[config.mk]
export PLATFORM = sky130hd
export DESIGN_NAME = div_arbiter
export DESIGN_NICKNAME = d
export VERILOG_FILES = /design/src/rtl/div_arbiter.sv
export SDC_FILE = /design/constraint.sdc
export NUM_CORES = 1
export LEC_CHECK = 0
export BUFFER_PORTS_ARGS = -buffer_cell sky130_fd_sc_hd__buf_2
export CAP_MARGIN = 20
export CORE_MARGIN = 8
export CORE_UTILIZATION = 57
export DETAILED_ROUTE_END_ITERATION = 10
export PLACE_DENSITY = 0.88
export SLEW_MARGIN = 20
export SYNTH_ARGS = -nofsm -noshare
export SYNTH_HDL_FRONTEND = slang
export SYNTH_SLANG_ARGS = --single-unit
export TNS_END_PERCENT = 100
[constraint.sdc]
create_clock -name i_clk -period 3.45 [get_ports i_clk]
set_input_delay 0.5175 -clock i_clk [delete_from_list [all_inputs] [get_ports i_clk]]
set_output_delay 0.5175 -clock i_clk [all_outputs]
set_load 0.1 [all_outputs]
[src/rtl/div_arbiter.sv]
`timescale 1ns/1ps
// -----------------------------------------------------------------------------
// div_arbiter
// Two-requester front end for a shared 8-bit signed restoring divider.
// One operand pair is accepted at a time; the result is held on the response
// port until the consumer takes it.
//
// Parameters
//   RR_EN         1 = round-robin between requesters, 0 = requester 0 always wins
// Ports
//   i_clk         clock, all state updates on rising edge
//   i_rst         synchronous active-high reset
//   i_reqN_valid  requester N has an operand pair (N = 0,1)
//   i_reqN_q/m    requester N signed dividend / divisor
//   o_reqN_ready  requester N operands accepted this cycle (valid & ready)
//   o_rsp_valid   result held on the response outputs
//   i_rsp_ready   consumer takes the result (valid & ready)
//   o_rsp_id      requester that owns the result
//   o_quo/o_rem   signed quotient / remainder (truncation toward zero)
//   o_dz/o_ovf    divide-by-zero / quotient overflow (-128 / -1)
//   o_busy        high whenever an operation is in progress or held
// -----------------------------------------------------------------------------
module div_arbiter #(
  parameter bit RR_EN = 1'b1
) (
  input  logic       i_clk,
  input  logic       i_rst,
  input  logic       i_req0_valid,
  input  logic [7:0] i_req0_q,
  input  logic [7:0] i_req0_m,
  output logic       o_req0_ready,
  input  logic       i_req1_valid,
  input  logic [7:0] i_req1_q,
  input  logic [7:0] i_req1_m,
  output logic       o_req1_ready,
  output logic       o_rsp_valid,
  input  logic       i_rsp_ready,
  output logic       o_rsp_id,
  output logic [7:0] o_quo,
  output logic [7:0] o_rem,
  output logic       o_dz,
  output logic       o_ovf,
  output logic       o_busy
);

  typedef enum logic [1:0] {
    IDLE = 2'd0,
    DIV  = 2'd1,
    FIX  = 2'd2,
    DONE = 2'd3
  } state_t;

  function automatic logic [7:0] neg8(input logic [7:0] a);
    return (~a) + 8'd1;
  endfunction

  // -128 maps to 0x80, which is the correct unsigned magnitude.
  function automatic logic [7:0] abs8(input logic [7:0] a);
    return a[7] ? neg8(a) : a;
  endfunction

  state_t     state_q, state_d;
  logic       last_q, last_d;          // last granted requester
  logic       id_q, id_d;              // owner of the in-flight operation
  logic       q_sign_q, q_sign_d;
  logic       m_sign_q, m_sign_d;
  logic       dz_pend_q, dz_pend_d;
  logic       ovf_pend_q, ovf_pend_d;
  logic [7:0] q_raw_q, q_raw_d;        // original dividend, returned on divide-by-zero
  logic [7:0] m_mag_q, m_mag_d;
  logic [8:0] prem_q, prem_d;          // partial remainder
  logic [7:0] dq_q, dq_d;              // dividend bits shift out, quotient bits shift in
  logic [2:0] cnt_q, cnt_d;
  logic       rsp_valid_q, rsp_valid_d;
  logic       rsp_id_q, rsp_id_d;
  logic [7:0] quo_q, quo_d;
  logic [7:0] rem_q, rem_d;
  logic       dz_q, dz_d;
  logic       ovf_q, ovf_d;

  logic       grant_any_s;
  logic       grant_id_s;
  logic       accept_s;
  logic [7:0] q_sel_s;
  logic [7:0] m_sel_s;
  logic [8:0] shift_s;
  logic [9:0] trial_s;
  logic       unused_s;

  // Grant selection among the currently valid requesters.
  always_comb begin
    grant_any_s = i_req0_valid | i_req1_valid;
    if (i_req0_valid && i_req1_valid) begin
      if (RR_EN) begin
        grant_id_s = ~last_q;
      end else begin
        grant_id_s = 1'b0;
      end
    end else if (i_req0_valid) begin
      grant_id_s = 1'b0;
    end else begin
      grant_id_s = 1'b1;
    end
  end

  assign accept_s     = (state_q == IDLE) && !i_rst && grant_any_s;
  assign o_req0_ready = accept_s && !grant_id_s;
  assign o_req1_ready = accept_s && grant_id_s;

  assign q_sel_s = grant_id_s ? i_req1_q : i_req0_q;
  assign m_sel_s = grant_id_s ? i_req1_m : i_req0_m;

  // The kept remainder is always below |m| <= 0x80, so bit 8 stays 0 between
  // steps; only the shifted trial value needs the full 9 bits.
  assign shift_s  = {prem_q[7:0], dq_q[7]};
  assign trial_s  = {1'b0, shift_s} - {2'b00, m_mag_q};
  assign unused_s = prem_q[8];

  // Next-state and datapath computation for the divider FSM.
  always_comb begin
    state_d     = state_q;
    last_d      = last_q;
    id_d        = id_q;
    q_sign_d    = q_sign_q;
    m_sign_d    = m_sign_q;
    dz_pend_d   = dz_pend_q;
    ovf_pend_d  = ovf_pend_q;
    q_raw_d     = q_raw_q;
    m_mag_d     = m_mag_q;
    prem_d      = prem_q;
    dq_d        = dq_q;
    cnt_d       = cnt_q;
    rsp_valid_d = rsp_valid_q;
    rsp_id_d    = rsp_id_q;
    quo_d       = quo_q;
    rem_d       = rem_q;
    dz_d        = dz_q;
    ovf_d       = ovf_q;

    case (state_q)
      IDLE: begin
        if (accept_s) begin
          id_d       = grant_id_s;
          last_d     = grant_id_s;
          q_raw_d    = q_sel_s;
          q_sign_d   = q_sel_s[7];
          m_sign_d   = m_sel_s[7];
          m_mag_d    = abs8(m_sel_s);
          dq_d       = abs8(q_sel_s);
          prem_d     = 9'd0;
          cnt_d      = 3'd0;
          dz_pend_d  = (m_sel_s == 8'h00);
          ovf_pend_d = (q_sel_s == 8'h80) && (m_sel_s == 8'hFF);
          if (m_sel_s == 8'h00) begin
            state_d = FIX;
          end else begin
            state_d = DIV;
          end
        end else begin
          state_d = IDLE;
        end
      end

      DIV: begin
        // trial_s[9] set means the subtraction went negative: restore.
        if (!trial_s[9]) begin
          prem_d = trial_s[8:0];
          dq_d   = {dq_q[6:0], 1'b1};
        end else begin
          prem_d = shift_s;
          dq_d   = {dq_q[6:0], 1'b0};
        end
        cnt_d = cnt_q + 3'd1;
        if (cnt_q == 3'd7) begin
          state_d = FIX;
        end else begin
          state_d = DIV;
        end
      end

      FIX: begin
        rsp_valid_d = 1'b1;
        rsp_id_d    = id_q;
        state_d     = DONE;
        if (dz_pend_q) begin
          quo_d = 8'hFF;
          rem_d = q_raw_q;
          dz_d  = 1'b1;
          ovf_d = 1'b0;
        end else if (ovf_pend_q) begin
          quo_d = 8'h80;
          rem_d = 8'h00;
          dz_d  = 1'b0;
          ovf_d = 1'b1;
        end else begin
          quo_d = (q_sign_q ^ m_sign_q) ? neg8(dq_q) : dq_q;
          rem_d = q_sign_q ? neg8(prem_q[7:0]) : prem_q[7:0];
          dz_d  = 1'b0;
          ovf_d = 1'b0;
        end
      end

      DONE: begin
        if (i_rsp_ready) begin
          rsp_valid_d = 1'b0;
          state_d     = IDLE;
        end else begin
          state_d     = DONE;
        end
      end

      default: begin
        state_d = IDLE;
      end
    endcase
  end

  // State and output registers; reset overrides every other update.
  always_ff @(posedge i_clk) begin
    if (i_rst) begin
      state_q     <= IDLE;
      last_q      <= 1'b1;
      id_q        <= 1'b0;
      q_sign_q    <= 1'b0;
      m_sign_q    <= 1'b0;
      dz_pend_q   <= 1'b0;
      ovf_pend_q  <= 1'b0;
      q_raw_q     <= 8'h00;
      m_mag_q     <= 8'h00;
      prem_q      <= 9'd0;
      dq_q        <= 8'h00;
      cnt_q       <= 3'd0;
      rsp_valid_q <= 1'b0;
      rsp_id_q    <= 1'b0;
      quo_q       <= 8'h00;
      rem_q       <= 8'h00;
      dz_q        <= 1'b0;
      ovf_q       <= 1'b0;
    end else begin
      state_q     <= state_d;
      last_q      <= last_d;
      id_q        <= id_d;
      q_sign_q    <= q_sign_d;
      m_sign_q    <= m_sign_d;
      dz_pend_q   <= dz_pend_d;
      ovf_pend_q  <= ovf_pend_d;
      q_raw_q     <= q_raw_d;
      m_mag_q     <= m_mag_d;
      prem_q      <= prem_d;
      dq_q        <= dq_d;
      cnt_q       <= cnt_d;
      rsp_valid_q <= rsp_valid_d;
      rsp_id_q    <= rsp_id_d;
      quo_q       <= quo_d;
      rem_q       <= rem_d;
      dz_q        <= dz_d;
      ovf_q       <= ovf_d;
    end
  end

  assign o_rsp_valid = rsp_valid_q;
  assign o_rsp_id    = rsp_id_q;
  assign o_quo       = quo_q;
  assign o_rem       = rem_q;
  assign o_dz        = dz_q;
  assign o_ovf       = ovf_q;
  assign o_busy      = (state_q != IDLE);

endmodule

Word level (Yosys, flattened, before mapping)
Cells that the tools add are included.

storage, ports and cells
  output and inout bits = 23
  flip-flop bits (word level) = 63
  input bits = 37

operators by class
  muxes and demuxes = 30
  bitwise gates (word level) = 7
  reductions and logical operators = 16
  eq/ne operators = 8
  add/subtract/negate cells = 6

operators with widths
  operator                                        number
  two-way mux 8 bit                               13
  adder 8 x 1 -> 8 bit (second input constant)    4
  NOT 8 bit                                       4
  case mux 8 bit (2 select lines)                 2
  == test 8 bit (second input constant)           2
  subtractor 9 x 8 -> 10 bit                      1
  zero test 8 bit                                 1
  two-way mux 2 bit                               4
  case mux 2 bit (4 select lines)                 1
  two-way mux 1 bit                               7
  logical AND 1 bit                               6
  case mux 3 bit (2 select lines)                 1
  AND reduction 2 bit                             3
  nonzero test 2 bit                              3
  == test 2 bit (second input constant)           2
  != test 2 bit (second input constant)           2
  adder 3 x 1 -> 3 bit (second input constant)    1
  == test 3 bit (second input constant)           1
  two-way mux 3 bit                               1
  == test 2 x 1 -> 1 bit (second input constant)  1
  zero test 1 bit                                 2
  zero test 2 bit                                 1
  case mux 1 bit (2 select lines)                 1
  NOT 1 bit                                       1
  other kinds (2)                                 2

Logic depth before layout (Yosys ltp)
  word-level depth = 8
  mapped depth = 12

Worst setup path after synthesis
No wires, ideal clock.

  path type = flip-flop to output port
  start = register state_q[0]
  end = output port o_req1_ready
  data arrival time = 2.691 ns
  slack = 0.242 ns
  stages on the path, launching flop included = 7
  cells stage by stage = dfxtp_1 -> or2_1 -> buf_6 -> or3_4 -> buf_6 -> buf_6 -> nor2_1

on the way
  cells in the longest elaborated chain, start to end = 4

ends and longest elaborated chain
  element                          line  source
  start, declared                  62    state_t state_q, state_d;
  start signal, assigned           240   state_q <= state_d;
  zero test 2 bit                  106   assign accept_s = (state_q == IDLE) && !i_rst && grant_any_s;
  logical AND 1 bit (2 in series)  106
  logical AND 1 bit                108   assign o_req1_ready = accept_s && grant_id_s;
  end, declared                    35    output logic o_req1_ready,

No other way between the ends.

Worst setup path in the final report
Same ends and word-level chain as after synthesis.

==> results.ini <==
[floorplanning]
die_y_um = 98.1
initial_core_util_pct = 57.9
die_w_um = 98.1
core-area_um2 = 6640
io_pins = 60
rows = 30
dieArea_um2 = 9630

[placed_design]
io_buffers = 59
gp_congestion = 0.937
dp_hpwl_mm = 7.86

[clock_tree]
cts_sinks = 62
clkSlewWorstSetupHoldPaths_ns = 0.06
htree_levels = 3
root_buffer = clkbuf_8
hold_buffers = 0
cts_buffers = 9
cts_resized = 0
clock_path_buffers = 2
insertion_delay_ns = 0.33
cts_setup_buffers = 0
cts_tree = yes

[routing]
vias = 3783
drtIter0Drc = 297
ant_nets = 0
viasPerCell = 6.13
routedWlPerCell_um = 16.6
routed_wl_mm = 10.3
drc = 0
first_pass_iters = 5

[sta]
worst_slew_pin_slew_ns = 0.730
max-slew-margin-rel_pct = 51.3
rsz0062_at_grt = no
timing.fmax_mhz = 354
finalSetupViolCount = 0
fin_skew_ns = 0.00238
period_minus_slack_ns = 2.82
finalCritPeriodShare_pct = 81.8
whs_ns = 0.459
final_max_slew_viol_count = 0
tns_ns = 0
hold_viol = 0

[finish]
final_util_pct = 65.0
layout_common_cells = dfxtp_1, buf_2, nor2_1
drive_gt1_share_pct = 16.8
fillers = 580
final_common_cell = dfxtp_1
n_antenna_cell = 0
final_nets = 585
syn_to_final_growth_pct = 12.3

[synthesis]
synth_nets = 536
synth_cell_types = 60
yosysWarnings = 0
ys_ff_latch = 62
synth_cells = 483
synth_edf_count = 0
synthArstFlopShare_pct = 0
synth.yosys.seq_area_share_pct = 32.3
syn-cell-area_um2 = 3840
ys.flop_type = dfxtp_1
avgSynthCellArea_um2 = 7.96

[pwr]
leakagePower_nw = 1.78
powerDensity_nw_per_um2 = 507
vdd_drop_max_v = 0.000245
power.total_w = 0.00219

[worst_setup_path]
startpoint_type = flop
cp.required_ns = 2.93
worstPathCellList = or2_1 -> or3_4 -> nor2_1 -> buf_2
slowest_delay_ns = 0.55
cp_top_family = simple AND/OR/NAND/NOR gates
setup.worst_path.end = o_req1_ready
regToRegStartpoint = last_q
reg2reg_setup_slack_ns = 0.96
cp_max_fo = 29
arrival_ns = 2.30
crit_start = state_q[0]
r2r-end = m_mag_q[6]
endpoint_kind = primary output
crit_slowest_cell = or3_4
ff2ff_path_depth = 9
path_depth = 4
path_buf_inv = 1
critical_path_class = flop to primary output

[global_routing]
grt_use_total_pct = 21.5
grt_pass1_wl_mm = 17.0
grt_start_max_net_pins = 40
grt_overflow = 0
antenna_found_initial = 0
first_global_vias = 3552

[worst_hold_path]
hold_path.class = flop to flop

[flow_run]
cap_violations = 0

[outcome]
outcome = finished, final reports clean

[layout make-up]
type                       instances  area (um2)  area share [%]
clock buffer                      12         145            3.36
inverter                          23        86.3            2.00
sequential                        62        1240            28.8
tap                               80         100            2.32
multi-input combinational        371        2380            55.1
timing repair buffer              65         340            7.89
clock inverter                     4        22.5           0.522
[synthesized netlist by cell type (3+ instances only)]
master     count  area [um2]
a21oi_1       30         150
clkbuf_1      17        63.8
inv_1         23        86.3
and2_1         3        18.8
o311ai_0       3        26.3
xor2_1        11        96.3
a221oi_1       8        70.1
nand3b_1       3        22.5
a21o_1         5        37.5
o21ai_0       34         170
or3_1          7        43.8
nand2_1       45         169
nand3_1       10        50.1
buf_2          4        20.0
mux2_2         4        45.0
a2111oi_0      3        26.3
nand2b_1       9        56.3
nor3_1        19        95.1
mux2i_1       19         190
dfxtp_1       62        1240
buf_6          4        45.0
a22oi_1        9        67.6
o31ai_1        4        30.0
nor2_1        53         199
o22ai_1        5        31.3
o211ai_1       8        60.1
ha_1          15         188
nor4_1         9        56.3
xnor2_1        7        61.3
a211oi_1       6        45.0
a221o_1        4        40.0
[flip-flops by register name, summed over array words and instances (netlist names), 2 cells and up]
signal	cells
q_raw_q	7
o_rem	8
dq_q	8
prem_q	8
o_quo	8
cnt_q	3
m_mag_q	8
state_q	2
[how the worst min path moves through the flow]
| stage | cells past startpoint | start | end |
|---|---|---|---|
| global route | 2 | o_rsp_valid | o_rsp_valid |
| CTS | 2 | m_mag_q[2] | m_mag_q[2] |
| detailed placement | 2 | m_mag_q[2] | m_mag_q[2] |
| finish | 2 | m_mag_q[2] | m_mag_q[2] |
| floorplan | 2 | m_mag_q[2] | m_mag_q[2] |
| global placement | 1 | id_q | id_q |
[report_power, final]
part	total [W]	leakage (nW)	switching, W	internal, W
logic	0.000775	1.19	0.000460	0.000315
registers	0.000867	0.505	0.0000849	0.000782
clock network	0.000545	0.0861	0.000268	0.000277
total	0.00219	1.78	0.000813	0.00137
[stage by stage]
step	instances	setup WS [ns]	cell area, um2
detailed placement	601	0.743	4150
global route	617	0.526	4320
global placement	601	0.789	4150
CTS	617	0.640	4320
floorplan	483	0.242	3840
finish	617	0.629	4320
[per-layer routing]
layer,global-route usage (%),wire length [um],share of wire [%],vias up
met5,0,0,0,-
met4,9.11,210,2.0,0
met3,6.19,856,8.3,14
met2,35.8,4820,47,162
met1,25.0,4370,43,1745
li1,-,-,-,1862
[kinds of logic (layout without fill, tap and decap cells)]
| family | Yosys count | count (layout) | synth area share, % |
|---|---|---|---|
| multiplexers | 23 | 23 | 6.12 |
| adder cells (fa/ha/maj) | 16 | 16 | 5.40 |
| AND/OR/NAND/NOR | 176 | 176 | 22.2 |
| AO/OA/AOI/OAI | 138 | 138 | 24.1 |
| XOR/XNOR | 18 | 18 | 4.10 |
| flip-flops | 62 | 62 | 32.3 |
| buffers and inverters | 50 | 104 | 5.79 |
[worst min-delay path: cells and delay by family, from the launching register on]
| kind | cells | cell delay [ns] |
|---|---|---|
| compound gates | 1 | 0.05 |
| flops | 1 | 0.33 |
| simple gates | 1 | 0.05 |
Note: power is estimated with default switching activity, not from simulation.
